[config.mk]
export PLATFORM = sky130hd
export DESIGN_NAME = ingreso_digitos
export DESIGN_NICKNAME = d
export VERILOG_FILES = /design/src/rtl/teclado_pkg.sv /design/src/rtl/ingreso_digitos_antirrebote.sv /design/src/rtl/ingreso_digitos.sv
export SDC_FILE = /design/constraint.sdc
export NUM_CORES = 1
export LEC_CHECK = 0
export CORE_ASPECT_RATIO = 1.25
export CORE_MARGIN = 2
export CORE_UTILIZATION = 35
export CTS_CLUSTER_SIZE = 8
export DETAILED_ROUTE_END_ITERATION = 8
export PLACE_DENSITY = 0.61
export SYNTH_ARGS = -nofsm -noshare
export SYNTH_HDL_FRONTEND = slang
export SYNTH_SLANG_ARGS = --single-unit
[constraint.sdc]
create_clock -name clk -period 2.7 [get_ports clk]
set_input_delay 0.54 -clock clk [delete_from_list [all_inputs] [get_ports clk]]
set_output_delay 0.54 -clock clk [all_outputs]
set_load 0.05 [all_outputs]
[src/rtl/teclado_pkg.sv]
// Shared key codes, FSM state type and BCD helper for the keypad digit entry block.
package teclado_pkg;
  localparam logic [3:0] TECLA_NADA    = 4'hF;
  localparam logic [3:0] TECLA_ENTER   = 4'hE;
  localparam logic [3:0] TECLA_BORRAR  = 4'hD;
  localparam logic [3:0] TECLA_LIMPIAR = 4'hC;

  typedef enum logic [1:0] {REPOSO, REBOTE, PULSADO, SOLTANDO} estado_t;

  function automatic logic [9:0] bcd_a_bin(input logic [11:0] b);
    return 10'(b[11:8]) * 10'd100 + 10'(b[7:4]) * 10'd10 + 10'(b[3:0]);
  endfunction
endpackage

[src/rtl/ingreso_digitos_antirrebote.sv]
// Row synchroniser, key presence window and press/release debounce FSM.
// Emits one tecla_valida pulse per physical press.
module antirrebote
  import teclado_pkg::*;
#(
  parameter int HOLD_CYC = 54_000,
  parameter int DEB_CYC  = 270_000
) (
  input  logic       clk,
  input  logic       rst,
  input  logic [3:0] filas,
  input  logic [3:0] boton,
  output logic [3:0] tecla,
  output logic       tecla_valida
);
  localparam int HW = $clog2(HOLD_CYC + 1);
  localparam int DW = $clog2(DEB_CYC + 1);

  estado_t        estado_q, estado_d;
  logic [3:0]     f1_q, f2_q;
  logic [HW-1:0]  pres_q, pres_d;
  logic [DW-1:0]  deb_q, deb_d;
  logic [3:0]     codigo_q, codigo_d;
  logic [3:0]     tecla_q, tecla_d;
  logic           valida_q, valida_d;
  logic           fila_act, presente;

  // A scanner only drives one column at a time, so a row is seen low only
  // intermittently; the presence window bridges the gaps between visits.
  assign fila_act = (f2_q != TECLA_NADA);
  assign presente = (pres_q != '0) | fila_act;

  always_comb begin
    pres_d = pres_q;
    if (fila_act)            pres_d = HW'(HOLD_CYC - 1);
    else if (pres_q != '0)   pres_d = pres_q - 1'b1;
  end

  always_comb begin
    estado_d = estado_q;
    deb_d    = deb_q;
    codigo_d = codigo_q;
    tecla_d  = tecla_q;
    valida_d = 1'b0;
    case (estado_q)
      REPOSO: if (presente && boton != TECLA_NADA) begin
        codigo_d = boton;
        deb_d    = '0;
        estado_d = REBOTE;
      end
      REBOTE: begin
        if (!presente || boton != codigo_q) estado_d = REPOSO;
        else if (deb_q == DW'(DEB_CYC - 1)) begin
          estado_d = PULSADO;
          tecla_d  = codigo_q;
          valida_d = 1'b1;
        end else deb_d = deb_q + 1'b1;
      end
      PULSADO: if (!presente) begin
        estado_d = SOLTANDO;
        deb_d    = '0;
      end
      SOLTANDO: begin
        if (presente)                        deb_d = '0;
        else if (deb_q == DW'(DEB_CYC - 1))  estado_d = REPOSO;
        else                                 deb_d = deb_q + 1'b1;
      end
      default: estado_d = REPOSO;
    endcase
  end

  always_ff @(posedge clk) begin
    if (rst) begin
      estado_q <= REPOSO;
      f1_q     <= '0;
      f2_q     <= '0;
      pres_q   <= '0;
      deb_q    <= '0;
      codigo_q <= '0;
      tecla_q  <= '0;
      valida_q <= 1'b0;
    end else begin
      estado_q <= estado_d;
      f1_q     <= filas;
      f2_q     <= f1_q;
      pres_q   <= pres_d;
      deb_q    <= deb_d;
      codigo_q <= codigo_d;
      tecla_q  <= tecla_d;
      valida_q <= valida_d;
    end
  end

  assign tecla        = tecla_q;
  assign tecla_valida = valida_q;
endmodule

[src/rtl/ingreso_digitos.sv]
// Keypad digit entry: debounced key events feed a 3-digit BCD buffer committed by '#'.
// Optional BINARY_OUT_EN adds numero_bin, the binary value of the committed number.
module ingreso_digitos
  import teclado_pkg::*;
#(
  parameter int HOLD_CYC = 54_000,
  parameter int DEB_CYC  = 270_000
) (
  input  logic        clk,
  input  logic        rst,
  input  logic [3:0]  filas,
  input  logic [3:0]  boton,
  output logic [3:0]  tecla,
  output logic        tecla_valida,
  output logic [11:0] digitos_bcd,
  output logic [1:0]  num_digitos,
  output logic        lleno,
  output logic [11:0] numero_bcd,
  output logic        numero_valido
`ifdef BINARY_OUT_EN
  ,
  output logic [9:0]  numero_bin
`endif
);
  logic [11:0] ent_q, ent_d;
  logic [1:0]  n_q, n_d;
  logic [11:0] num_q, num_d;
  logic        nv_q, nv_d;

  antirrebote #(.HOLD_CYC(HOLD_CYC), .DEB_CYC(DEB_CYC)) u_antirrebote (
    .clk          (clk),
    .rst          (rst),
    .filas        (filas),
    .boton        (boton),
    .tecla        (tecla),
    .tecla_valida (tecla_valida)
  );

  always_comb begin
    ent_d = ent_q;
    n_d   = n_q;
    num_d = num_q;
    nv_d  = 1'b0;
    if (tecla_valida) begin
      if (tecla <= 4'd9) begin
        if (n_q != 2'd3) begin
          ent_d = {ent_q[7:0], tecla};
          n_d   = n_q + 1'b1;
        end
      end else begin
        case (tecla)
          TECLA_BORRAR: if (n_q != 2'd0) begin
            ent_d = {4'h0, ent_q[11:4]};
            n_d   = n_q - 1'b1;
          end
          TECLA_LIMPIAR: begin
            ent_d = '0;
            n_d   = '0;
          end
          TECLA_ENTER: if (n_q != 2'd0) begin
            num_d = ent_q;
            nv_d  = 1'b1;
            ent_d = '0;
            n_d   = '0;
          end
          default: ;
        endcase
      end
    end
  end

  always_ff @(posedge clk) begin
    if (rst) begin
      ent_q <= '0;
      n_q   <= '0;
      num_q <= '0;
      nv_q  <= 1'b0;
    end else begin
      ent_q <= ent_d;
      n_q   <= n_d;
      num_q <= num_d;
      nv_q  <= nv_d;
    end
  end

`ifdef BINARY_OUT_EN
  logic [9:0] bin_q;
  always_ff @(posedge clk) begin
    if (rst)       bin_q <= '0;
    else if (nv_d) bin_q <= bcd_a_bin(ent_q);
  end
  assign numero_bin = bin_q;
`endif

  assign digitos_bcd   = ent_q;
  assign num_digitos   = n_q;
  assign lleno         = (n_q == 2'd3);
  assign numero_bcd    = num_q;
  assign numero_valido = nv_q;
endmodule

* Word-level counts from Yosys, hierarchy flattened *
Index checks and enable logic that the tools add are counted.
Widths: inputs -> output; s select.

operators by class
  equal/unequal tests = 21
  bitwise logic cells = 6
  order comparisons = 1
  reductions and logical operators = 17
  multiplexer cells = 27
  add/sub/neg operators = 4

operators by type and width
  cell                   number
  $mux 19                5
  $pmux 19 s4            1
  $mux 12                4
  $pmux 12 s3            1
  $mux 16                2
  $mux 2                 10
  $add 19x1->19 const B  1
  $eq 19x19->1 const B   1
  $reduce_bool 16->1     1
  $sub 16x1->16 const B  1
  $eq 4x4->1 const B     3
  $reduce_and 5->1       2
  $ne 2x2->1 const B     4
  $ne 4x4->1 const B     2
  $pmux 2 s4             1
  $eq 2x2->1 const B     3
  $ne 2x1->1 const B     3
  $ne 3x3->1 const B     2
  $pmux 2 s3             1
  $reduce_and 3->1       2
  $not 1->1              5
  $le 4x4->1 const B     1
  $ne 4x4->1             1
  $reduce_and 4->1       1
  other kinds (16)       18

word-level totals
  input port bits = 10
  word-level logic and storage cells = 89
  bits in registers = 81

* Longest topological paths before layout *
Gate-level depths: netlist of run 1.

  word-level depth = 6
  gate-level depth with buffers = 10

* Cells and area by module *
Synthesis of run 1 repeated with hierarchy kept, for this count alone.

second synthesis, totals
  cells, all modules = 424
  area total of the unflattened synthesis = 3915.0 µm²

modules (own cells, without submodules)
  module           times used  cells an instance  sequential area each (µm²)  area each (µm²)
  antirrebote      1           296                1081.0                      2661.3
  ingreso_digitos  1           128                540.5                       1253.7

* Least setup slack after synthesis of run 1 *
OpenSTA, ideal clock, no wires.

  kind = reg2reg
  start point = reg u_antirrebote.pres_q[6]
  end point = reg u_antirrebote.deb_q[12]
  setup time = 0.071 ns
  arrival = 2.797 ns
  cell stages (with the launch flop) = 9
  path slack = -0.168 ns
  buffers on the path = 2
  cells stage by stage = dfxtp_1 or4_4 or3_1 buf_2 o31a_1 or3_4 buf_6 or4_1 a21oi_1

between the ends
  cells in the longest elaborated chain, start to end = 6
  elaborated cells between the ends (all ways) = 11
  those cells by class = 3 x eq/ne; 2 x mux; 1 x bitwise; 5 x reduce/logical

RTL lines
  what                        RTL line                           RTL
  from (decl)                 ingreso_digitos_antirrebote.sv:21  logic [HW-1:0] pres_q, pres_d;
  from (signal assigned)      ingreso_digitos_antirrebote.sv:86  pres_q <= pres_d;
  $reduce_bool 16->1 *        ingreso_digitos_antirrebote.sv:31  assign presente = (pres_q != '0) | fila_act;
  $or 1x1->1 *                ingreso_digitos_antirrebote.sv:31
  $logic_not 1->1             ingreso_digitos_antirrebote.sv:52  if (!presente || boton != codigo_q) estado_d = REPOSO;
  $logic_or 1x1->1            ingreso_digitos_antirrebote.sv:52
  $ne 2x2->1 (no line)        --
  $reduce_and 3->1 (no line)  --
  to (signal assigned)        ingreso_digitos_antirrebote.sv:78  deb_q <= '0;
  to (signal assigned)        ingreso_digitos_antirrebote.sv:87  deb_q <= deb_d;
  to (decl)                   ingreso_digitos_antirrebote.sv:22  logic [DW-1:0] deb_q, deb_d;

Mark *: on every way between the ends. The rest lies on a longest branch, timed or not.
A chain may end at the register's enable or synchronous reset.

* Worst setup path in the final report of run 1 *
  start point = reg u_antirrebote.pres_q[6]
  end point = reg u_antirrebote.deb_q[17]

The elaborated chain is that of the path after synthesis.

==> flow_metrics.env, run 1 <==
export IMPL_leakage_nw=1.65
export IMPL_netlist_area_um2=3760
export IMPL_clk_pin_slew_ps=60
export IMPL_critPathKind="register to register"
export IMPL_setup_worst_path_end_class="register"
export IMPL_grt_pass1_vias=3202
export IMPL_final_cell_mix="dfxtp_1 (80), nor2_1 (55), clkdlybuf4s50_1 (41)"
export IMPL_tightest_slew_ps=849
export IMPL_dpl_cell_area_um2=4490
export IMPL_comb_power_share=0.061
export IMPL_p_sw_w=0.000611
export IMPL_async_reset_ff_frac=0
export IMPL_dp_cells=618
export IMPL_crit_path_end="u_antirrebote.deb_q[17]$_SDFFE_PP0P_"
export IMPL_nFillCells=1047
export IMPL_period_needed_ps=2640
export IMPL_die_area_um2=11600
export IMPL_fin_cells=637
export IMPL_diodes=0
export IMPL_cts_tree="built"
export IMPL_crit_cells=6
export IMPL_drive_gt1_frac=0.135
export IMPL_hold_viol_final=0
export IMPL_cp_data_required_time_ps=2960
export IMPL_fp_dieW_um=96.7
export IMPL_power_per_cell_area_nw_per_um2=528
export IMPL_grt_pass1_wl_um=15200
export IMPL_crit_top_cell="or3_4"
export IMPL_synth_ff_type="dfxtp_1"
export IMPL_grt_usage=0.159
export IMPL_run_status="completed"
export IMPL_fin_crit_sh=0.977
export IMPL_clock_power_share=0.457
export IMPL_min_path_type="register to register"
export IMPL_netlist_cell_type_count=50
export IMPL_io_buffer_count=42
export IMPL_max_cap_violations=0
export IMPL_path_delay_family="simple AND/OR/NAND/NOR gates"
export IMPL_path_cells="or4_4 > or3_4 > o31a_1 > or3_4 > or4_1 > a21oi_1"
export IMPL_clock_skew_ps=6.80
export IMPL_critPathBufInv=0
export IMPL_io_pins=43
export IMPL_rsz0062_at_grt="true"
export IMPL_timing_fmax_mhz=379
export IMPL_synth_nets=451
export IMPL_cp_arrival_ps=2900
export IMPL_via_count=3374
export IMPL_synth_warnings=0
export IMPL_final_common_cell="dfxtp_1"
export IMPL_crit_fanout=5
export IMPL_r2r_end="u_antirrebote.deb_q[17]$_SDFFE_PP0P_"
export IMPL_synth_seq_cells=81
export IMPL_fin_area_um2=4850
export IMPL_r2r_start="u_antirrebote.pres_q[6]$_SDFFE_PP0P_"
export IMPL_p_sw_frac=0.239
export IMPL_root_buffer="clkbuf_16"
export IMPL_grt_max_degree=59
export IMPL_drc=0
export IMPL_gp_congestion=0.825
export IMPL_cts_made_buffers=9
export IMPL_r2r_slack_ps=60
export IMPL_cts_num_sinks=81
export IMPL_overflow=0
export IMPL_synth_edf_count=0
export IMPL_p_int_w=0.00195
export IMPL_insertion_delay_ps=330
export IMPL_slew_violations=0
export IMPL_hpwl_um=6280
export IMPL_finalSetupViolCount=0
export IMPL_core_um2=10500
export IMPL_vias_per_cell=5.30
export IMPL_num_rows=42
export IMPL_start_util=0.358
export IMPL_maxSlewHeadroom=0.434
export IMPL_fin_nets=515
export IMPL_start_kind="register"
export IMPL_cp_slowest_stage_delay_ps=550
export IMPL_drt_initial_drc_count=150
export IMPL_area_growth_pct=29.1
export IMPL_ff2ff_path_depth=6
export IMPL_htree_levels=3
export IMPL_seq_power_share=0.483
export IMPL_antenna_found_initial=0
export IMPL_cp_slowest_cell="or4_4"
export IMPL_clockBufferDepth=2
export IMPL_die_h_um=120
export IMPL_ys_seq_area_frac=0.432
export IMPL_drt_wl_total_um=9240
export IMPL_startpoint="u_antirrebote.pres_q[6]$_SDFFE_PP0P_"
export IMPL_syn_inst=436
export IMPL_ant_nets=0
export IMPL_synth_area_per_cell_um2=8.62
export IMPL_first_pass_iters=4
export IMPL_wl_per_cell_um=14.5
export IMPL_peakVddDrop_v=0.000306
cell families after synthesis:
kind of cell,count (synthesis),synth area share
AOI/OAI and AO/OA,93,0.157
xor gates and xnor gates,21,0.0490
buffers and inverters,37,0.0393
and+or+nand+nor,175,0.243
muxes,24,0.0643
adders and majority gates,5,0.0167
DFF,81,0.432
stage by stage:
step | worst slack [ps] | TNS [ps] | util | hold WS (ps) | total power (W)
detailed placement | -228 | -1270 | 0.427 | 425 | 0.00141
global placement | -166 | -630 | 0.427 | 422 | 0.00140
finish | 62.7 | 0 | 0.462 | 436 | 0.00256
global route | -10.6 | -10.6 | 0.462 | 451 | 0.00265
CTS | 17.4 | 0 | 0.455 | 441 | 0.00258
floorplan | -1.80 | -3.56 | - | 414 | 0.00135
synthesized netlist by cell type, types with 7 or more instances:
master,instances,share of area
nor2b_1,11,0.018
mux2i_1,23,0.061
xnor2_1,14,0.033
or3_1,9,0.015
inv_1,13,0.013
a21oi_1,31,0.041
dfxtp_1,81,0.43
clkbuf_1,21,0.021
nand4_1,9,0.015
xor2_1,7,0.016
nand3_1,17,0.023
nor2_1,55,0.055
nor3_1,8,0.011
nand2_1,22,0.022
o21ai_0,15,0.020
nor4_1,14,0.023
o31ai_1,9,0.018
nand2b_1,8,0.013
power by group through the flow:
stage                     registers [W]  logic (W)  clock network (W)
after global placement          0.00126   0.000143                  0
after detailed placement        0.00126   0.000145                  0
after CTS                       0.00123   0.000149            0.00120
after global routing            0.00124   0.000172            0.00124
final                           0.00124   0.000156            0.00117
after floorplan                 0.00126  0.0000929                  0
state kept, by name, summed over array words and instances, names as in the netlist, named ones only:
register and flops:
digitos_bcd 12, num_digitos 2, numero_bcd 12, numero_valido 1
u_antirrebote.codigo_q 4, u_antirrebote.deb_q 19, u_antirrebote.estado_q 1, u_antirrebote.f1_q 4
u_antirrebote.f2_q 4, u_antirrebote.pres_q 16, u_antirrebote.tecla 4, u_antirrebote.tecla_valida 1
worst min-delay path by stage:
stage                                           from                                to  slack, ps  cells past startpoint
finish              u_antirrebote.f1_q[0]$_SDFF_PP0_  u_antirrebote.f2_q[0]$_SDFF_PP0_        440                      1
global route        u_antirrebote.f1_q[0]$_SDFF_PP0_  u_antirrebote.f2_q[0]$_SDFF_PP0_        450                      1
CTS                 u_antirrebote.f1_q[0]$_SDFF_PP0_  u_antirrebote.f2_q[0]$_SDFF_PP0_        440                      1
detailed placement  u_antirrebote.f1_q[0]$_SDFF_PP0_  u_antirrebote.f2_q[0]$_SDFF_PP0_        430                      1
global placement    u_antirrebote.f1_q[0]$_SDFF_PP0_  u_antirrebote.f2_q[0]$_SDFF_PP0_        420                      1
floorplan           u_antirrebote.f1_q[0]$_SDFF_PP0_  u_antirrebote.f2_q[0]$_SDFF_PP0_        410                      1
layer usage:
metal | vias to the layer above | track usage | routed length (um) | share of wire
met1 | 1597 | 0.190 | 4110 | 0.45
met4 | 0 | 0.0590 | 99 | 0.011
met3 | 8 | 0.0379 | 365 | 0.040
li1 | 1709 | - | - | -
met2 | 60 | 0.276 | 4660 | 0.50
met5 | - | 0 | 0 | 0
area by class of cell:
| class | instances | area, um^2 | area share |
|---|---|---|---|
| multi-input combinational | 320 | 2070 | 0.426 |
| sequential | 81 | 1620 | 0.334 |
| timing repair buffer | 75 | 663 | 0.137 |
| clock buffer | 10 | 239 | 0.0493 |
| tap | 132 | 165 | 0.0340 |
| inverter | 13 | 48.8 | 0.0101 |
| clock inverter | 6 | 47.5 | 0.00980 |
timing repair:
item	CTS	global route
hold buffers	0	0
endpoints found under the setup margin	2	8
cloned	1	1
setup buffers	0	1
resized for setup	1	12
pin swaps	1	7
Note: power is estimated with default switching activity, not from simulation.
==> run 2: changes to the inputs <==
CORE_MARGIN = 10   (was 2)
GPL_ROUTABILITY_DRIVEN = 1   (was default)
==> flow_metrics.env, run 2 (synthesis results as in run 1) <==
export IMPL_run_status="completed"
export IMPL_nFillCells=1035
export IMPL_die_h_um=136
export IMPL_antenna_found_initial=0
export IMPL_cp_data_required_time_ps=2920
export IMPL_wl_met1_um=4000
export IMPL_grt_usage=0.121
export IMPL_final_util=0.463
export IMPL_diodes=0
export IMPL_fp_dieW_um=113
export IMPL_cts_num_sinks=81
export IMPL_crit_fanout=7
export IMPL_clk_pin_slew_ps=60
export IMPL_grt_pass1_wl_um=15800
export IMPL_start_kind="register"
export IMPL_root_buffer="clkbuf_16"
export IMPL_wl_per_cell_um=14.3
export IMPL_num_rows=42
export IMPL_hold_buffers=0
export IMPL_insertion_delay_ps=340
export IMPL_fin_nets=520
export IMPL_clock_skew_ps=8.08
export IMPL_hold_viol_final=0
export IMPL_setup_worst_path_end_class="register"
export IMPL_htree_levels=3
export IMPL_clockBufferDepth=2
export IMPL_final_common_cell="dfxtp_1"
export IMPL_wl_met3_um=567
export IMPL_drt_wl_total_um=9200
export IMPL_slew_violations=0
export IMPL_met2_length_um=4510
export IMPL_grt_pass1_vias=3314
export IMPL_drc=0
export IMPL_io_pins=43
export IMPL_gp_congestion=0.806
export IMPL_overflow=0
export IMPL_timing_fmax_mhz=382
export IMPL_power_per_cell_area_nw_per_um2=546
export IMPL_seq_area_um2=1620
export IMPL_largest_reg_flops=19
export IMPL_rsz0062_at_grt="false"
export IMPL_cts_made_buffers=9
export IMPL_leakage_nw=1.68
export IMPL_via_count=3363
export IMPL_period_needed_ps=2620
export IMPL_largest_register="u_antirrebote.deb_q"
export IMPL_max_cap_violations=0
export IMPL_finalSetupViolCount=0
export IMPL_critPathKind="register to register"
export IMPL_ant_nets=0
export IMPL_area_growth_pct=30.0
export IMPL_tightest_slew_ps=610
export IMPL_hpwl_um=6350
export IMPL_cp_arrival_ps=2840
export IMPL_vias_per_cell=5.24
export IMPL_io_buffer_count=42
export IMPL_die_area_um2=15300
export IMPL_drive_gt1_frac=0.139
export IMPL_core_um2=10600
export IMPL_maxSlewHeadroom=0.593
export IMPL_biggestRegsByFlops="u_antirrebote.deb_q x19, u_antirrebote.pres_q x16"
export IMPL_drt_initial_drc_count=113
export IMPL_fin_hold_ws_ps=439
export IMPL_multi_input_area_um2=2020
export IMPL_fin_crit_sh=0.969
export IMPL_grt_max_degree=59
export IMPL_maxUsedRoutingLayer="met4"
export IMPL_min_path_type="register to register"
export IMPL_first_pass_iters=4
export IMPL_cts_tree="built"
export IMPL_final_cell_mix="dfxtp_1 (81), nor2_1 (55), clkdlybuf4s50_1 (41)"
export IMPL_peakVddDrop_v=0.000362
export IMPL_start_util=0.356
run 2: power breakdown:
| part | switching [W] | leakage, nW | internal, W | total [W] |
|---|---|---|---|---|
| sequential | 0.0000180 | 0.660 | 0.00122 | 0.00123 |
| clock | 0.000531 | 0.153 | 0.000736 | 0.00127 |
| combinational | 0.0000835 | 0.870 | 0.0000820 | 0.000166 |
| total | 0.000633 | 1.68 | 0.00203 | 0.00267 |
run 2: final cells by class:
type                       count  area share
sequential                    81       0.332
multi-input combinational    318       0.414
timing repair buffer          82       0.147
clock buffer                   9      0.0461
clock inverter                 7      0.0174
inverter                      13     0.00999
tap                          132      0.0338
run 2: worst paths after layout:
kind / start / end / slack (ps) / cells past startpoint
min: u_antirrebote.f1_q[0]$_SDFF_PP0_ / u_antirrebote.f2_q[0]$_SDFF_PP0_ / 440 / 1
max reg2reg: u_antirrebote.pres_q[7]$_SDFFE_PP0P_ / u_antirrebote.deb_q[4]$_SDFFE_PP0P_ / 80 / 8
min reg2reg: u_antirrebote.f1_q[0]$_SDFF_PP0_ / u_antirrebote.f2_q[0]$_SDFF_PP0_ / 440 / 1
max: u_antirrebote.pres_q[7]$_SDFFE_PP0P_ / u_antirrebote.deb_q[4]$_SDFFE_PP0P_ / 80 / 8
run 2: worst max-delay path, stage by stage (launching register included):
cell and delay (ps):
dfxtp_1 310, or4_4 530, or3_4 340, o31a_1 280, or3_4 390, buf_4 180, buf_4 150, o31ai_2 240
a21oi_1 80
run 2: routing by layer:
layer  GRT usage  up-vias
met3      0.0419       10
li1            -     1712
met1       0.137     1584
met2       0.205       57
met4      0.0452        0
met5           0        -
run 2: what timing repair did:
action	in CTS	in global routing
gates resized for setup	6	5
hold endpoints to repair	0	0
setup endpoints to repair	2	11
buffers inserted	5	0
pin swaps	5	2
run 2: metrics by stage:
step	setup slack (ps)	power (W)	cell area, um^2	cells	setup TNS (ps)
after global routing	11.5	0.00276	4890	642	0
after floorplan	-1.80	0.00135	3760	436	-3.56
after global placement	-187	0.00141	4510	621	-978
final	83.0	0.00267	4890	642	0
after CTS	-28.6	0.00269	4870	642	-85.6
after detailed placement	-233	0.00141	4510	621	-1310
